===== src/rtl/ps2_pkg.sv =====
// Shared types and constants for the PS/2 keyboard receiver.
// Holds the frame state encoding, prefix codes and the status-byte list.
package ps2_pkg;

    typedef enum logic [1:0] {
        ST_IDLE,
        ST_DATA,
        ST_PARITY,
        ST_STOP
    } frame_state_t;

    localparam logic [7:0] PS2_BRK = 8'hF0;
    localparam logic [7:0] PS2_EXT = 8'hE0;

    localparam int unsigned NUM_STATUS = 6;
    localparam logic [NUM_STATUS-1:0][7:0] PS2_STATUS = {
        8'h00, 8'hAA, 8'hEE, 8'hFA, 8'hFE, 8'hFF
    };

    // Keyboard status/ack bytes carry no key event and cancel pending prefixes.
    function automatic logic is_status(input logic [7:0] b);
        logic hit;
        hit = 1'b0;
        for (int i = 0; i < int'(NUM_STATUS); i++) begin
            if (PS2_STATUS[i] == b) begin
                hit = 1'b1;
            end
        end
        return hit;
    endfunction

endpackage


===== src/rtl/ps2_sync_edge.sv =====
// Two-flop synchronisers for the PS/2 pins plus falling-edge detect on the clock.
// Idle-high reset so a reset never fabricates an edge.
module ps2_sync_edge (
    input  logic Clk,
    input  logic Reset,
    input  logic psClk,
    input  logic psData,
    output logic fall,
    output logic dat
);

    logic [1:0] r_clk_sync;
    logic [1:0] r_dat_sync;
    logic       r_clk_prev;

    always_ff @(posedge Clk) begin
        if (Reset) begin
            r_clk_sync <= 2'b11;
            r_dat_sync <= 2'b11;
            r_clk_prev <= 1'b1;
        end else begin
            r_clk_sync <= {r_clk_sync[0], psClk};
            r_dat_sync <= {r_dat_sync[0], psData};
            r_clk_prev <= r_clk_sync[1];
        end
    end

    assign fall = r_clk_prev & ~r_clk_sync[1];
    assign dat  = r_dat_sync[1];

endmodule


===== src/rtl/ps2_keycode_rx.sv =====
// PS/2 keyboard receiver: frame deserialiser with parity/framing/timeout checks,
// followed by an E0/F0 prefix folder that emits one key event per make or break.
module ps2_keycode_rx
    import ps2_pkg::*;
#(
    parameter int unsigned TIMEOUT_CYCLES = 10000
) (
    input  logic       Clk,
    input  logic       Reset,
    input  logic       psClk,
    input  logic       psData,
    output logic [7:0] keyCode,
    output logic       ext,
    output logic       press,
    output logic       key_valid,
    output logic       frame_err
);

    localparam int unsigned TW = $clog2(TIMEOUT_CYCLES + 1);
    localparam logic [TW-1:0] TMO_LIMIT = TW'(TIMEOUT_CYCLES);

    logic w_fall;
    logic w_dat;

    ps2_sync_edge u_sync (
        .Clk    (Clk),
        .Reset  (Reset),
        .psClk  (psClk),
        .psData (psData),
        .fall   (w_fall),
        .dat    (w_dat)
    );

    frame_state_t  r_state,     w_state_n;
    logic [2:0]    r_cnt,       w_cnt_n;
    logic [7:0]    r_shift,     w_shift_n;
    logic          r_par,       w_par_n;
    logic [TW-1:0] r_tmo,       w_tmo_n;
    logic          r_brk,       w_brk_n;
    logic          r_extf,      w_extf_n;
    logic [7:0]    r_key_code,  w_key_code_n;
    logic          r_ext,       w_ext_n;
    logic          r_press,     w_press_n;
    logic          r_key_valid, w_key_valid_n;
    logic          r_frame_err, w_frame_err_n;
    logic          w_byte_ok;

    always_ff @(posedge Clk) begin
        if (Reset) begin
            r_state     <= ST_IDLE;
            r_cnt       <= 3'd0;
            r_shift     <= 8'h00;
            r_par       <= 1'b0;
            r_tmo       <= '0;
            r_brk       <= 1'b0;
            r_extf      <= 1'b0;
            r_key_code  <= 8'h00;
            r_ext       <= 1'b0;
            r_press     <= 1'b0;
            r_key_valid <= 1'b0;
            r_frame_err <= 1'b0;
        end else begin
            r_state     <= w_state_n;
            r_cnt       <= w_cnt_n;
            r_shift     <= w_shift_n;
            r_par       <= w_par_n;
            r_tmo       <= w_tmo_n;
            r_brk       <= w_brk_n;
            r_extf      <= w_extf_n;
            r_key_code  <= w_key_code_n;
            r_ext       <= w_ext_n;
            r_press     <= w_press_n;
            r_key_valid <= w_key_valid_n;
            r_frame_err <= w_frame_err_n;
        end
    end

    always_comb begin
        w_state_n     = r_state;
        w_cnt_n       = r_cnt;
        w_shift_n     = r_shift;
        w_par_n       = r_par;
        w_tmo_n       = r_tmo;
        w_brk_n       = r_brk;
        w_extf_n      = r_extf;
        w_key_code_n  = r_key_code;
        w_ext_n       = r_ext;
        w_press_n     = r_press;
        w_key_valid_n = 1'b0;
        w_frame_err_n = 1'b0;
        w_byte_ok     = 1'b0;

        // Inter-edge watchdog: only runs while a frame is in flight, saturates at the limit.
        if (r_state == ST_IDLE || w_fall) begin
            w_tmo_n = '0;
        end else if (r_tmo != TMO_LIMIT) begin
            w_tmo_n = r_tmo + TW'(1);
        end

        case (r_state)
            ST_IDLE: begin
                if (w_fall) begin
                    if (!w_dat) begin
                        w_state_n = ST_DATA;
                        w_cnt_n   = 3'd0;
                    end else begin
                        w_frame_err_n = 1'b1;
                    end
                end
            end
            ST_DATA: begin
                if (w_fall) begin
                    w_shift_n[r_cnt] = w_dat;
                    if (r_cnt == 3'd7) begin
                        w_state_n = ST_PARITY;
                    end else begin
                        w_cnt_n = r_cnt + 3'd1;
                    end
                end
            end
            ST_PARITY: begin
                if (w_fall) begin
                    w_par_n   = w_dat;
                    w_state_n = ST_STOP;
                end
            end
            ST_STOP: begin
                if (w_fall) begin
                    w_state_n = ST_IDLE;
                    if (w_dat && (^{r_shift, r_par})) begin
                        w_byte_ok = 1'b1;
                    end else begin
                        w_frame_err_n = 1'b1;
                    end
                end
            end
            default: begin
                w_state_n = ST_IDLE;
            end
        endcase

        if (r_state != ST_IDLE && !w_fall && r_tmo == TMO_LIMIT) begin
            w_frame_err_n = 1'b1;
            w_state_n     = ST_IDLE;
            w_tmo_n       = '0;
        end

        // Prefix folding: E0/F0 accumulate, status bytes cancel, anything else is a key.
        if (w_byte_ok) begin
            if (r_shift == PS2_BRK) begin
                w_brk_n = 1'b1;
            end else if (r_shift == PS2_EXT) begin
                w_extf_n = 1'b1;
            end else if (is_status(r_shift)) begin
                w_brk_n  = 1'b0;
                w_extf_n = 1'b0;
            end else begin
                w_key_code_n  = r_shift;
                w_ext_n       = r_extf;
                w_press_n     = ~r_brk;
                w_key_valid_n = 1'b1;
                w_brk_n       = 1'b0;
                w_extf_n      = 1'b0;
            end
        end

        if (w_frame_err_n) begin
            w_brk_n  = 1'b0;
            w_extf_n = 1'b0;
        end
    end

    assign keyCode   = r_key_code;
    assign ext       = r_ext;
    assign press     = r_press;
    assign key_valid = r_key_valid;
    assign frame_err = r_frame_err;

endmodule


===== config.mk =====
export PLATFORM = sky130hd
export DESIGN_NAME = ps2_keycode_rx
export DESIGN_NICKNAME = d
export VERILOG_FILES = /design/src/rtl/ps2_pkg.sv /design/src/rtl/ps2_sync_edge.sv /design/src/rtl/ps2_keycode_rx.sv
export SDC_FILE = /design/constraint.sdc
export NUM_CORES = 1
export LEC_CHECK = 0
export ABC_AREA = 1
export CAP_MARGIN = 20
export CORE_ASPECT_RATIO = 1.75
export CORE_MARGIN = 10
export CORE_UTILIZATION = 59
export CTS_CLUSTER_SIZE = 16
export DETAILED_ROUTE_END_ITERATION = 12
export GPL_TIMING_DRIVEN = 0
export PLACE_DENSITY = 0.79
export SLEW_MARGIN = 20
export SYNTH_ARGS = -nofsm -noshare
export SYNTH_HDL_FRONTEND = slang
export SYNTH_SLANG_ARGS = --single-unit

===== constraint.sdc =====
create_clock -name Clk -period 2.2 [get_ports Clk]
set_input_delay 0.33 -clock Clk [delete_from_list [all_inputs] [get_ports Clk]]
set_output_delay 0.33 -clock Clk [all_outputs]
set_load 0.02 [all_outputs]

==> metrics.cfg <==
[setup_path]
cp.arrival_ps = 2020
crit_type = register to register
crit_fanout = 7
end_kind = register
cp_data_required_time_ps = 2390
cp-start-kind = register

[placement]
place_congestion = 0.911
dpl_cell_area_mm2 = 0.00272
place_hpwl_um = 4480
io_buffers = 15

[logic_synthesis]
synthSimpleGateAreaFrac_pct = 34.8
yosys_warnings = 0
ys_seq_area_share_pct = 37.5
synth_top_family_by_area = simple AND/OR/NAND/NOR gates
synth.cell_area_mm2 = 0.00251
synth_compound_area_share_pct = 9.91
synth.mux.area_fraction_pct = 0
ys_ff_latch = 47
synth.avg_cell_area_um2 = 6.77
yosysUniqueCellTypes = 28
syn_inst = 371
synth-xor-area-share_pct = 1.74
syn-num-nets = 383
synth_fa_ha_area_share_pct = 3.98

[finish]
final_area_mm2 = 0.00282
n_fill_cell = 379
drive_gt1_share_pct = 10.7
num-nets-final = 405
diodes = 0
final_core_util_pct = 68.7
final_common_cell = nand2_1
layout_common_cells = nand2_1 (78), inv_1 (62), nor2_1 (50)
area_delta_synth_final_pct = 12.4

[cts]
post_cts_buffers = 0
htreeDepth = 2
holdBufCountCts = 0
clock_path_buffers = 2
cts.clk_slew.worst_paths_ps = 90
cts_tree = done
cts_resized = 0
numCtsBuffers = 5
clock_latency_ps = 300
root_buffer = clkbuf_8
clock-sinks = 47

[power_and_ir_drop]
p_leak_nw = 1.18
power_density_mw_per_mm2 = 529
peakVddDrop_mv = 0.750

[grt]
grtUsageTotal_pct = 15.9
grt_max_degree = 16
grt_overflow = 0
grt_pass1_vias = 2434
antenna_found_initial = 0
grt_pass1_wl_um = 10100

[floorplan]
fp.dieW_um = 69.3
rows = 31
die_h_um = 106
core_mm2 = 0.00411
die_area_mm2 = 0.00737
start_util_pct = 61.1
io_pins = 16

[drt]
viasPerCell = 5.26
initialDrtViolationCount = 118
routed_wl_um = 5580
via_count = 2329
wl_per_cell_um = 12.6
postRouteAntennaNets = 0
drt_pass1_iterations = 6
drc = 0

[timing]
final.setup_skew_ps = 8.68
fin_tns_setup_ps = 0
grt_setup_unrepaired = no
setup_viol = 0
finalHoldViolCount = 0
fin_crit_sh_pct = 83.0
max_slew.worst_pin.slew_ps = 671
period_minus_slack_ps = 1830
fmax_mhz = 548
max-slew-margin-rel_pct = 55.0
slew_viol_final = 0

[hold_path]
hold_class = register to register

[outcome]
status = completed

[run]
drv_cap = 0

metal layers:
metal	vias to the layer above	wire, um	share of wire [%]	GRT usage, %
met3	13	112	2.0	2.42
met1	1065	1990	36	13.4
met2	35	3330	60	33.5
li1	1216	-	-	-
met5	-	0	0	0
met4	0	142	2.5	8.09
cells by family after synthesis:
logic type | count (synthesis)
AOI/OAI and AO/OA | 45
DFF | 47
adders and majority gates | 8
and+or+nand+nor | 191
buffers and inverters | 75
xor gates and xnor gates | 5
worst max-delay path, stage by stage (launching register included):
cell     delay, ps
dfxtp_1        340
inv_1          100
ha_1           240
inv_1          100
nor3_1         570
nand2_1        140
o21ai_0        180
a21oi_1         50
report_power, final:
part	internal, mW	total (mW)	switching [mW]
clock network	0.257	0.559	0.302
logic	0.0254	0.0724	0.0470
registers	0.858	0.862	0.00446
total	1.14	1.49	0.353
worst paths after layout:
| path | depth (start not counted) | endpoint | startpoint | slack, ps |
|---|---|---|---|---|
| worst max-delay path | 7 | r_shift[1] | r_state[1] | 370 |
| worst min-delay path | 1 | u_sync.r_dat_sync[1] | u_sync.r_dat_sync[0] | 410 |
| worst max register to register | 7 | r_shift[1] | r_state[1] | 370 |
| worst min register to register | 1 | u_sync.r_dat_sync[1] | u_sync.r_dat_sync[0] | 410 |
area by class of cell:
cell class | instances | area (um2) | share of cell area [%]
inverter | 68 | 255 | 9.04
tap | 49 | 61.3 | 2.17
multi-input combinational | 249 | 1270 | 44.9
clock buffer | 6 | 82.6 | 2.93
buffer | 7 | 48.8 | 1.73
clock inverter | 2 | 16.3 | 0.576
sequential | 47 | 941 | 33.3
timing repair buffer | 15 | 150 | 5.32
state kept, by name (all words and copies together) (netlist names):
name and cells:
ext 1, press 1, u_sync.r_clk_sync 2, keyCode 8, r_par 1, r_brk 1
r_shift 8, r_extf 1, key_valid 1, r_cnt 3, frame_err 1, r_tmo 14
r_state 2, u_sync.r_clk_prev 1, u_sync.r_dat_sync 2
through the flow:
step	std cells	worst slack [ps]	hold WS (ps)	power, mW
floorplan	371	641	389	0.932
global placement	435	376	396	0.952
finish	443	374	414	1.49
global route	443	86.6	444	1.54
detailed placement	435	325	398	0.954
CTS	443	356	421	1.50
cells in the mapped netlist, drive strengths merged:
library cell | instances | share of area, %
a211oi | 4 | 1.2
a21oi | 24 | 4.8
a311oi | 3 | 1.0
buf | 4 | 1.5
clkbuf | 3 | 0.45
dfxtp | 47 | 37
ha | 8 | 4.0
inv | 68 | 10
nand2 | 89 | 14
nand3 | 12 | 3.0
nand3b | 1 | 0.30
nand4 | 18 | 4.7
nor2 | 56 | 9.2
nor3 | 10 | 2.0
nor4 | 1 | 0.25
o21ai | 13 | 2.6
o31ai | 1 | 0.30
or2 | 4 | 1.0
xnor2 | 1 | 0.35
xor2 | 4 | 1.4
No activity file was read; power rests on OpenSTA's default activity.
